<file path="config.mk">
export PLATFORM = sky130hd
export DESIGN_NAME = quad_encoder_if
export DESIGN_NICKNAME = d
export VERILOG_FILES = /design/src/rtl/quad_encoder_if.sv
export SDC_FILE = /design/constraint.sdc
export NUM_CORES = 1
export LEC_CHECK = 0
export BUFFER_PORTS_ARGS = -buffer_cell sky130_fd_sc_hd__buf_2
export CORE_MARGIN = 2
export CORE_UTILIZATION = 42
export CTS_BUF_LIST = sky130_fd_sc_hd__clkbuf_4
export DETAILED_ROUTE_END_ITERATION = 7
export PLACE_DENSITY = 0.73
export SYNTH_ARGS = -nofsm -noshare
export SYNTH_HDL_FRONTEND = slang
export SYNTH_SLANG_ARGS = --single-unit
</file>
<file path="constraint.sdc">
create_clock -name clk_clk -period 5 [get_ports clk_clk]
set_clock_uncertainty 0.2 [all_clocks]
set_input_delay 1 -clock clk_clk [delete_from_list [all_inputs] [get_ports clk_clk]]
set_output_delay 1 -clock clk_clk [all_outputs]
set_load 0.02 [all_outputs]
</file>
<file path="src/rtl/quad_encoder_if.sv">
// quad_encoder_if: two-wheel quadrature front end with sync, glitch filter,
// x4 decode into wrapping position counters and windowed velocity.
module quad_encoder_if #(
    parameter int POS_W      = 16,
    parameter int FILT_LEN   = 4,
    parameter int SAMPLE_DIV = 50000,
    parameter int VEL_W      = 12
) (
    input  logic                    clk_clk,
    input  logic                    reset_reset,
    input  logic                    enc_l_a,
    input  logic                    enc_l_b,
    input  logic                    enc_r_a,
    input  logic                    enc_r_b,
    input  logic                    clear,
    input  logic                    err_clr,
    output logic [2*POS_W-1:0]      encoder_export,
    output logic signed [VEL_W-1:0] vel_l,
    output logic signed [VEL_W-1:0] vel_r,
    output logic                    sample_valid,
    output logic [1:0]              err
);

    localparam int WIN_W = (SAMPLE_DIV > 2) ? $clog2(SAMPLE_DIV) : 1;
    localparam logic [3:0] FILT_LAST = 4'(FILT_LEN - 1);
    localparam logic [4:0] SU_INIT = 5'(FILT_LEN + 3);
    localparam logic [WIN_W-1:0] WIN_LAST = WIN_W'(SAMPLE_DIV - 1);
    localparam logic [POS_W-1:0] VMAX = POS_W'((1 << (VEL_W - 1)) - 1);
    localparam logic [POS_W-1:0] VMIN = ~VMAX;

    logic [3:0]       raw;
    logic [3:0]       sync1;
    logic [3:0]       sync2;
    logic [3:0]       filt;
    logic [3:0]       fcnt [4];
    logic [4:0]       startup;
    logic             run;
    logic [1:0]       prev [2];
    logic [1:0]       dlt [2];
    logic [1:0]       up;
    logic [1:0]       dn;
    logic [1:0]       ill;
    logic [POS_W-1:0] pos [2];
    logic [POS_W-1:0] snap [2];
    logic [POS_W-1:0] pos_nxt [2];
    logic [VEL_W-1:0] vel [2];
    logic [WIN_W-1:0] win;
    logic             term;

    // Bit pairs per channel are {a,b}: left at [1:0], right at [3:2].
    assign raw  = {enc_r_a, enc_r_b, enc_l_a, enc_l_b};
    assign run  = (startup == '0);
    assign term = (win == WIN_LAST);

    assign encoder_export = {pos[1], pos[0]};
    assign vel_l = vel[0];
    assign vel_r = vel[1];

    function automatic logic [1:0] gray_bin(input logic [1:0] g);
        return {g[1], g[1] ^ g[0]};
    endfunction

    function automatic logic [VEL_W-1:0] sat(input logic [POS_W-1:0] d);
        if (!d[POS_W-1] && (d > VMAX)) return VMAX[VEL_W-1:0];
        if (d[POS_W-1] && (d < VMIN)) return VMIN[VEL_W-1:0];
        return d[VEL_W-1:0];
    endfunction

    // Filtered bits follow the synchronizer directly until startup expires.
    always_ff @(posedge clk_clk or posedge reset_reset) begin
        if (reset_reset) begin
            sync1   <= '0;
            sync2   <= '0;
            filt    <= '0;
            startup <= SU_INIT;
            for (int i = 0; i < 4; i++) fcnt[i] <= '0;
        end else begin
            sync1 <= raw;
            sync2 <= sync1;
            if (!run) begin
                startup <= startup - 5'd1;
                filt    <= sync2;
                for (int i = 0; i < 4; i++) fcnt[i] <= '0;
            end else begin
                for (int i = 0; i < 4; i++) begin
                    if (sync2[i] == filt[i]) begin
                        fcnt[i] <= '0;
                    end else if (fcnt[i] == FILT_LAST) begin
                        filt[i] <= sync2[i];
                        fcnt[i] <= '0;
                    end else begin
                        fcnt[i] <= fcnt[i] + 4'd1;
                    end
                end
            end
        end
    end

    always_comb begin
        up  = '0;
        dn  = '0;
        ill = '0;
        for (int c = 0; c < 2; c++) begin
            dlt[c] = gray_bin(filt[2*c +: 2]) - gray_bin(prev[c]);
            up[c]  = run && (dlt[c] == 2'd1);
            dn[c]  = run && (dlt[c] == 2'd3);
            ill[c] = run && (dlt[c] == 2'd2);
            pos_nxt[c] = pos[c] + {{(POS_W-1){dn[c]}}, up[c] | dn[c]};
        end
    end

    always_ff @(posedge clk_clk or posedge reset_reset) begin
        if (reset_reset) begin
            win          <= '0;
            sample_valid <= 1'b0;
            err          <= '0;
            for (int c = 0; c < 2; c++) begin
                prev[c] <= '0;
                pos[c]  <= '0;
                snap[c] <= '0;
                vel[c]  <= '0;
            end
        end else begin
            sample_valid <= term & ~clear;
            // A fresh illegal step wins over a simultaneous err_clr.
            err <= (err & ~{2{err_clr}}) | ill;
            for (int c = 0; c < 2; c++) begin
                prev[c] <= run ? filt[2*c +: 2] : sync2[2*c +: 2];
            end
            if (clear) begin
                win <= '0;
                for (int c = 0; c < 2; c++) begin
                    pos[c]  <= '0;
                    snap[c] <= '0;
                    vel[c]  <= '0;
                end
            end else begin
                win <= term ? '0 : win + 1'b1;
                for (int c = 0; c < 2; c++) begin
                    pos[c] <= pos_nxt[c];
                    if (term) begin
                        vel[c]  <= sat(pos[c] - snap[c]);
                        snap[c] <= pos_nxt[c];
                    end
                end
            end
        end
    end

endmodule
</file>
# [Word-level counts from Yosys, hierarchy flattened]
# Cells that the tools add are included.
[classes] order_cmp=4 n_addsub=12 n_mux=51 reduce_logical=18 n_eq_ne=23 bitwise=11
[ops] operator="two-way mux 12 bit" n=10
[ops] operator="two-way mux 16 bit" n=5
[ops] operator="two-way mux 32 bit" n=2
[ops] operator="two-way mux 4 bit" n=9
[ops] operator="adder 16 bit" n=2
[ops] operator="> comparator 16 x 11 -> 1 bit (second input constant)" n=2
[ops] operator="less-than comparator 16 bit (second input constant)" n=2
[ops] operator="subtractor 16 bit" n=2
[ops] operator="two-way mux 24 bit" n=1
[ops] operator="two-way mux 1 bit" n=22
[ops] operator="adder 16 x 1 -> 16 bit (second input constant)" n=1
[ops] operator="adder 4 x 1 -> 4 bit (second input constant)" n=4
[ops] operator="equality test 16 bit (second input constant)" n=1
[ops] operator="equality test 4 x 2 -> 1 bit (second input constant)" n=4
[ops] operator="logical AND 1 bit" n=10
[ops] operator="equality test 2 bit (second input constant)" n=4
[ops] operator="!= test 2 x 1 -> 1 bit (second input constant)" n=4
[ops] operator="!= test 2 bit (second input constant)" n=4
[ops] operator="AND reduction 2 bit" n=4
[ops] operator="zero test 5 bit" n=1
[ops] operator="subtractor 5 x 1 -> 5 bit (second input constant)" n=1
[ops] operator="equality test 1 bit" n=4
[ops] operator="equality test 2 x 1 -> 1 bit (second input constant)" n=2
[ops] operator="two-way mux 2 bit" n=2
[ops] operator="other kinds (10)" n=16
[totals] wordCells=141 reg_bits=144 in_bits=8 out_inout_bits=59

# [Longest topological paths before layout]
# Gate-level depths: netlist (run 1).
[logic_depth] word_depth=13 ltp_mapped=17 depth_no_buf=16

# [Least setup slack after synthesis (run 1)]
# No wires, ideal clock.
[synth_path] path_kind="register -> register" start="register filt[1]" end="register snap[30] in the netlist's numbering" t_arrival_ns=4.322 setup_ns=0.072 path_stages_with_launch=15 setup_slack_ns=0.405 path_buffers=0 period_less_slack_ns=4.595 path_cell_list="dfrtp_1 > xnor2_1 > ha_1 > xor2_1 > xnor2_1 > nor3_1 > ha_1 > a2111oi_0 > o21ai_0 > a221o_1 > a31oi_1 > o21ai_0 > xnor2_1 > mux2_2 > nor2_1"
[synth_between] elab_chain_len=8 word_cells_on_any_way=10 cone_classes="add/sub: 2; eq/ne: 2; mux: 2; bitwise: 2; reduce/logical: 2"
[synth_lines] item="start, declared" line_no="34" source="logic [3:0] filt;"
[synth_lines] item="start signal, assigned" line_no="82" source="filt <= sync2;"
[synth_lines] item="start signal, assigned by index" line_no="89" source="filt[i] <= sync2[i];"
[synth_lines] item="bitwise XOR 1 bit" line_no="60" source="return {g[1], g[1] ^ g[0]};"
[synth_lines] item="subtractor 2 bit (*)" line_no="104" source="dlt[c] = gray_bin(filt[2*c +: 2]) - gray_bin(prev[c]);"
[synth_lines] item="equality test 2 x 1 -> 1 bit / equality test 2 bit (equally long branches)" line_no="105, 106"
[synth_lines] item="logical AND 1 bit, on equally long branches" line_no="105, 106"
[synth_lines] item="OR 1 bit" line_no="108" source="pos_nxt[c] = pos[c] + {{(POS_W-1){dn[c]}}, up[c] | dn[c]};"
[synth_lines] item="adder 16 bit (*)" line_no="108"
[synth_lines] item="two-way mux 16 bit (*)" line_no="141" source="if (term) begin"
[synth_lines] item="two-way mux 32 bit (*)" line_no="130" source="if (clear) begin"
[synth_lines] item="end signal, assigned by index" line_no="143" source="snap[c] <= pos_nxt[c];"
[synth_lines] item="end, declared" line_no="44" source="logic [POS_W-1:0] snap [2];"
# Every way passes the cells marked *; elsewhere a longest branch is shown, timed or not. The select of a mux whose other input is x is not followed.
# A chain may end at the register's enable or synchronous reset.

# [Final worst setup path (run 1)]
# Ends and elaborated chain as after synthesis.

==> metrics, run 1 <==
Most common cell on crit path xnor2_1; cts hold-fix bufs 0; syn nets 1003; core area 20200 um2; outcome finished clean; sequential cell area fraction in the yosys report 41.6%; Area Overhead vs Synth 10.5%; first-pass GRT wire length 31200 um; drt drc 0; Die Ht 148 um; Yosys cell types 68; grt total ovfl 0; Async S/R FF share, synth 100%; relative slew slack 44.7%; share of layout cells above drive strength 1 15.3%; First-pass DRT Iterations 6; top cells by area, synth dfrtp_1, ha_1, nand2_1, xnor2_1, nor2_1; crit start category flop; synthesized area 8670 um2; crit path max fanout 8; number of synthesized flops with an enable pin 0; worst path cell trace xnor2_1, ha_1, xor2_1, xnor2_1, nor3_2, ha_1, a2111oi_0, o21ai_0, a221o_1, a31oi_1, o21ai_0, xnor2_1, mux2_2, nor2_1; FF+latch count, synth 144; CP delay by family, top compound AO/OA/AOI/OAI gates; Num CTS Buffers 17; Fillers 1913; YS warnings 0; RSZ-0062 raised after global routing false; Clock Sinks 144; ys flop type dfrtp_1; Max VDD drop 0.000306 V; IO Port Bufs 66; die area 21800 um2; Max clock buf depth 2; multi-input logic area 4780 um2; Yosys top cell area share 40.7%; critical setup path kind flop to flop; CTS tree done; Vias 6662; Die W 148 um; PwrDens 735 nW/um2; crit path DAT 4690 ps; Highest Clock Rate 0.228 GHz; final setup fails 0; Fin Setup TNS 0 ps; maximum number of pins on one net before global-route repair 82; CP Capture Type flop; routability cong. 0.842; CP required 5300 ps; Final #Nets 1073; register area 3610 um2; measured slew at the worst slew-check pin 828 ps; Setup WS post-layout 611 ps; Starting DRT DRC Count 351; commonest cells after routing, fill and taps aside dfrtp_1, nand2_1, nor2_1; I/O pin count 67; cell leakage power 0.00475 uW; total power 7040 uW; worst slack, placed 665 ps; initial antenna violation count 1; Total Wirelength 18400 um; vias in the first global route 6564; # rows 52; routed len/inst 14.4 um; Routed Antenna Nets 0; commonest non-fill, non-tap cell in the layout dfrtp_1; CP bufs+invs 0; htree depth 4; cell taking the most area after synthesis dfrtp_1; Clock Latency Late Sink 560 ps; Avg Cell Area, Syn 9.41 um2; Post-Syn Instances 921; max-cap violation count 0; fin crit period 4390 ps; Post CTS Setup Buffer Count 0; Slowest cell on crit path nor3_2; drt via density 5.22; Post-CTS Resized 0; Max Slew Vio Count 0; Final Hold Vio Count 0; Initial Utilization 42.9%; clk root buf clkbuf_4; GR Util All Layers 17.6%; Final period util 87.8%; Hold WC Path Type flop to flop; Critical Path Max Stage Delay 560 ps; clock slew at reported path FFs 120 ps; hpwl dp 13800 um
per-layer routing:
metal  global-route usage, %  up-vias  part of all wire (%)
met1                    22.6     3154                    45
met5                       0        -                     0
met2                    30.4      119                    49
met4                    5.96        0                   1.7
li1                        -     3354                     -
met3                    2.99       35                   4.3
sequential cells by signal (all words and copies together) (netlist names):
signal	cells
win	16
fcnt	16
filt	4
prev	4
sample_valid	1
err	2
snap	32
startup	5
encoder_export	32
vel_l	12
sync1	4
vel_r	12
sync2	4
where the power goes:
group | switching, uW | leakage, uW | internal, uW
logic | 2780 | 0.00273 | 2030
clock network | 440 | 0.000109 | 205
registers | 177 | 0.00191 | 1410
total | 3400 | 0.00475 | 3640
cells by family after synthesis:
group | after synthesis | synth area share [%]
XOR/XNOR | 78 | 7.88
flip-flops | 144 | 41.6
buffers and inverters | 79 | 3.54
multiplexers | 26 | 3.35
adder cells (fa/ha/maj) | 74 | 11.0
AND/OR/NAND/NOR | 326 | 18.0
AO/OA/AOI/OAI | 194 | 14.7
final cells by class:
type                       count  area share (%)
sequential                   144            37.7
timing repair buffer          75            4.28
inverter                      55            2.19
antenna                        2          0.0522
tap                          270            3.53
clock inverter                13           0.953
multi-input combinational    698            49.8
clock buffer                  19            1.49
stage by stage:
| stage | instance area, um2 | std cells | utilization, % | hold slack [ps] |
|---|---|---|---|---|
| floorplan | 8670 | 921 | - | 131 |
| global placement | 9340 | 1242 | 46.2 | 136 |
| detailed placement | 9340 | 1242 | 46.2 | 139 |
| CTS | 9580 | 1274 | 47.3 | 168 |
| global route | 9580 | 1276 | 47.3 | 182 |
| finish | 9580 | 1276 | 47.3 | 164 |
worst register-to-register path, delay by kind of cell (launching register included):
family	cells	cell delay, ps
multiplexers	1	260
adder cells (fa/ha/maj)	2	620
XOR/XNOR	4	630
AO/OA/AOI/OAI	5	1520
flip-flops	1	460
AND/OR/NAND/NOR	2	640
worst paths after layout:
kind | start | slack, ps | cells past startpoint | end
setup reg to reg | filt[1] | 610 | 14 | snap[30]
hold / removal | sync1[2] | 160 | 0 | sync2[2]
setup / recovery | filt[1] | 610 | 14 | snap[30]
max in group asynchronous | reset_reset | 3410 | 3 | win[0]
min in group asynchronous | reset_reset | 300 | 2 | vel_l[9]
hold reg to reg | sync1[2] | 160 | 0 | sync2[2]
synth_stat cells (6+ instances only):
library cell  count
dfrtp_1         141
a211oi_1         11
nand2_1          98
o21a_1            7
clkbuf_1         17
and3_1           18
a21o_1           24
ha_1             70
a21oi_1          64
o31ai_1           6
mux2_2           24
o21ai_0          38
or2_2             6
nand4_1           6
xnor2_1          41
xor2_1           37
nand2b_1          8
nor2b_1          19
nor3_1           24
nor2_1           90
nand3_1          22
inv_1            55
Power figures use the tool's default switching activity.
==> run 2: changes to the inputs <==
clock period = 3.6 ns   (was 5 ns; I/O delays follow)
==> run 2 against run 1 <==
The flow now finishes with violations (negative setup slack); design area increased by 9.6%; global-route usage is 0.59 points higher; wire length increased by 8.4%; die area stayed put; final cell count up 4.5%; setup slack got worse by 640 ps; critical path depth grew 2; non-clock buffer count up 59; fmax up 21%; via count grew 5.1%.
==> metrics, run 2 (same netlist as run 1, synthesis figures left out) <==
Most common cell on crit path xnor2_2; routed len/inst 15.0 um; Final Hold Vio Count 0; Worst R2R Path Depth 16; core area 20200 um2; final setup fails 5; fin crit period 3620 ps; crit path DAT 3920 ps; # rows 52; IO Port Bufs 66; Hold Crit Start enc_l_b; grt total ovfl 0; worst slack, placed -204 ps; CP delay by family, top compound AO/OA/AOI/OAI gates; relative slew slack 50.3%; Clock Latency Late Sink 560 ps; first-pass GRT wire length 32100 um; Die Ht 148 um; commonest non-fill, non-tap cell in the layout dfrtp_1; Starting DRT DRC Count 380; Critical Path Max Stage Delay 420 ps; max-cap violation count 0; setup slack, reg-to-reg -20 ps; GR Util All Layers 18.2%; maximum number of pins on one net before global-route repair 131; Setup WS post-layout -24.9 ps; routability cong. 0.861; drt via density 5.25; CP required 3900 ps; crit start category flop; outcome finished, violations left; worst path cell trace xnor2_2, ha_2, xor2_2, xnor2_2, nor3_4, buf_4, ha_4, nor2b_2, o31a_1, o211ai_1, a21oi_2, nor3_2, o41ai_2, xnor2_1, mux2_2, nor2_1; worst r2r src filt[3]; Max Slew Vio Count 0; CP bufs+invs 1; Routed Antenna Nets 0; die area 21800 um2; RSZ-0062 raised after global routing true; Initial Utilization 42.9%; I/O pin count 67; Max clock buf depth 2; commonest cells after routing, fill and taps aside dfrtp_1, nand2_1, nor2_1; hold endpoint sync1[0]; Fillers 1797; critical setup path kind flop to flop; clock slew at reported path FFs 120 ps; Final period util 101%; CTS tree done; Hold Slack 57.6 ps; Hold WC Path Type input pin to flop; Clock Sinks 144; initial antenna violation count 1; Final #Nets 1132; Vias 7003; failing checks negative setup slack; post-route cell area 10500 um2; final core occ 51.9%; First-pass DRT Iterations 5; hpwl dp 14200 um; share of layout cells above drive strength 1 24.0%; Die W 148 um; Total Wirelength 19900 um; crit path max fanout 4; measured slew at the worst slew-check pin 746 ps; Area Overhead vs Synth 21.1%; RR Endpoint snap[14]; placed cell areas 9850 um2; htree depth 4; hold depth 1; drt drc 0; clk root buf clkbuf_4; CP Capture Type flop; vias in the first global route 6684; Slowest cell on crit path dfrtp_1; Num CTS Buffers 17; Highest Clock Rate 0.276 GHz
## run 2: changes by cell type in the layout (fill, tap and decap cells not counted), sizes merged
cell / previous run / this run
clkinvlp: 8 / 3
dlygate4sd3: 0 / 1
diode: 2 / 1
inv: 56 / 54
buf: 75 / 133
clkbuf: 19 / 18
bufinv: 0 / 5
clkinv: 4 / 6
## run 2: worst max-delay path by stage
stage,start,end,slack [ps],cells past startpoint
final,filt[3],snap[14],-20,16
after global routing,filt[3],snap[14],-210,16
after CTS,filt[3],snap[15],-10,16
after detailed placement,filt[3],encoder_export[31],-200,16
after global placement,filt[3],encoder_export[31],-90,16
after floorplan,filt[3],encoder_export[31],-230,15
## run 2: layer usage
| layer | global-route usage [%] | share of wire, % | vias to the layer above |
|---|---|---|---|
| met5 | 0 | 0 | - |
| met4 | 6.78 | 2.0 | 0 |
| met3 | 3.06 | 3.3 | 28 |
| met2 | 31.0 | 49 | 137 |
| met1 | 23.4 | 46 | 3360 |
| li1 | - | - | 3478 |
## run 2: per-stage QoR
stage	cells	TNS, ps
finish	1333	-76.7
global route	1333	-2420
CTS	1324	-15.2
detailed placement	1291	-1280
global placement	1291	-309
floorplan	921	-1530
## run 2: area by class of cell
class / count / area (um2) / area share, %
Timing Repair Buffer: 134 / 897 / 8.54
Clock inverter: 13 / 194 / 1.85
Clock buffer: 18 / 135 / 1.29
Inverter: 55 / 210 / 2.00
Antenna cell: 1 / 2.50 / 0.0238
Tap cell: 270 / 338 / 3.22
Multi-Input combinational cell: 698 / 5120 / 48.7
Sequential cell: 144 / 3610 / 34.3
## run 2: what timing repair did
item / in CTS / in global routing
hold buffers: 1 / 0
gates cloned: 0 / 0
endpoints found under the hold margin: 14 / 0
pin swaps: 5 / 6
buffers inserted: 1 / 8
resized for setup: 12 / 29
endpoints found under the setup margin: 17 / 31
Power of run 2 is left out: the tool's default activity adds up to more than one toggle a clock period on the data nets, which glitch-free logic cannot reach.
==> run 3: changes to the inputs <==
ABC_AREA = 1   (was not set)
CORE_UTILIZATION = 40   (was 42)
PLACE_DENSITY = 0.71   (was 0.73)
==> run 3 against run 2 <==
The flow now finishes without violations; hold slack lost 7.3 ps; register-to-register slack better by 330 ps; via count is 11% higher; fmax grew 10%; global-route usage decreased by 0.67 points; non-clock buffer count is 51 lower; largest cell class unchanged; critical path type unchanged; core utilization decreased by 5.7 points; die area grew 9.1%.
==> metrics, run 3 <==
outcome finished clean; initial antenna violation count 2; Avg Cell Area, Syn 7.45 um2; Synth Area in Compound Gates 9.87%; htree depth 4; maximum number of pins on one net before global-route repair 145; Highest Clock Rate 0.303 GHz; measured slew at the worst slew-check pin 801 ps; Post-Synth XOR/XNOR Area 4.37%; cell taking the most area after synthesis dfrtp_1; Yosys cell types 38; drt drc 0; commonest cells after routing, fill and taps aside nand2_1, inv_1, dfrtp_1; First-pass DRT Iterations 5; clock slew at reported path FFs 130 ps; Hold Crit Start enc_r_a; Max clock buf depth 2; setup slack, reg-to-reg 300 ps; core area 22000 um2; I/O pin count 67; Initial Utilization 41.1%; Final period util 91.6%; Total Wirelength 20300 um; Die W 154 um; relative slew slack 46.6%; Vias 7765; Starting DRT DRC Count 505; CP required 3840 ps; hold endpoint sync1[3]; Fin Setup TNS 0 ps; number of synthesized flops with an enable pin 0; syn nets 1294; top cells by area, synth dfrtp_1, nand2_1, ha_1, inv_1, nor2_1; Max Slew Vio Count 0; max-cap violation count 0; Fillers 2182; Clock Sinks 144; YS warnings 0; FF+latch count, synth 144; synthesized area 9030 um2; Simple-Gate Fraction of Synth Area 26.7%; crit path DAT 3540 ps; final core occ 46.2%; Post-Syn Instances 1212; fin crit period 3300 ps; worst r2r src startup[0]; ys flop type dfrtp_1; Clock Latency Late Sink 580 ps; GR Util All Layers 17.6%; first-pass GRT wire length 34000 um; die area 23800 um2; hold depth 1; largest family of logic cells by synthesized area simple AND/OR/NAND/NOR gates; vias in the first global route 7076; sequential cell area fraction in the yosys report 40.0%; Routed Antenna Nets 0; grt total ovfl 0; RSZ-0062 raised after global routing false; Commonest cells post-synth nand2_1, inv_1, dfrtp_1; share of layout cells above drive strength 1 9.95%; Num CTS Buffers 17; Hold WC Path Type input pin to flop; Async S/R FF share, synth 100%; hpwl dp 15300 um; Die Ht 154 um; Area Overhead vs Synth 12.4%; Yosys top cell area share 39.1%; routability cong. 0.959; top-count cell post-synth nand2_1; crit path max fanout 9; clk root buf clkbuf_4; mux share of post-synthesis cell area 0%; RR Endpoint snap[25]; CP Capture Type flop; routed len/inst 12.8 um; Final #Nets 1376; adder-cell area share of the yosys netlist 10.6%; critical setup path kind flop to flop; commonest non-fill, non-tap cell in the layout nand2_1; crit start category flop; final setup fails 0; Worst R2R Path Depth 17; Final Hold Vio Count 0; CTS tree done; drt via density 4.89; IO Port Bufs 66; # rows 54
==> run 3: layer usage <==
| metal | global-route usage (%) | vias up | routed length (um) |
|---|---|---|---|
| met5 | 0 | - | 13 |
| met4 | 4.76 | 2 | 303 |
| met3 | 3.84 | 28 | 1040 |
| met2 | 27.3 | 205 | 8930 |
| met1 | 24.9 | 3496 | 10100 |
| li1 | - | 4034 | - |
==> run 3: how the worst max path moves through the flow <==
stage,from,endpoint,slack (ps),cells past startpoint
floorplan,filt[3],snap[8],560,15
global placement,filt[1],snap[25],310,15
detailed placement,filt[1],snap[25],220,15
CTS,filt[1],snap[31],170,15
global route,startup[0],snap[31],10,17
finish,startup[0],snap[25],300,17
==> run 3: area by class of cell <==
cell class | count | area [um2] | area share, %
Timing Repair Buffer | 83 | 475 | 4.68
Clock buffer | 20 | 150 | 1.48
Timing Repair inverter | 1 | 7.51 | 0.0740
Antenna cell | 1 | 2.50 | 0.0247
Multi-Input combinational cell | 871 | 4660 | 45.9
Tap cell | 280 | 350 | 3.45
Clock inverter | 12 | 233 | 2.29
Inverter | 176 | 668 | 6.58
Sequential cell | 144 | 3610 | 35.5
==> run 3: kinds of logic after synthesis <==
logic type | after synthesis
simple gates | 586
buf+inv | 197
compound gates | 166
flops | 144
fa+ha+maj | 74
xor+xnor | 45
==> run 3: critical path, stage by stage (launching register included) <==
cell and delay [ps]:
dfstp_2 570, inv_1 60, ha_1 200, nand3_2 100, buf_4 170, nor2_1 80
nand2_2 150, clkinvlp_4 180, buf_4 180, ha_1 320, a21o_1 200, a21oi_1 150
inv_1 100, a21o_1 180, o21ai_0 140, a21oi_1 70, nand2_1 60, o21ai_0 70
==> run 3: per-stage QoR <==
step	hold WS [ps]	instance area (um2)	worst slack [ps]	std cells
final	50.3	10100	304	1588
after global routing	2.34	10100	11.2	1588
after CTS	9.36	10100	171	1578
after detailed placement	136	9680	219	1545
after global placement	132	9680	315	1545
after floorplan	131	9030	563	1212
==> run 3: repair_timing <==
item | 4_1_cts | 5_1_grt
hold buffers | 1 | 1
buffers inserted | 0 | 7
resized for setup | 0 | 4
setup endpoints to repair | 0 | 16
endpoints found under the hold margin | 1 | 1
Power of run 3 is left out for the same reason.
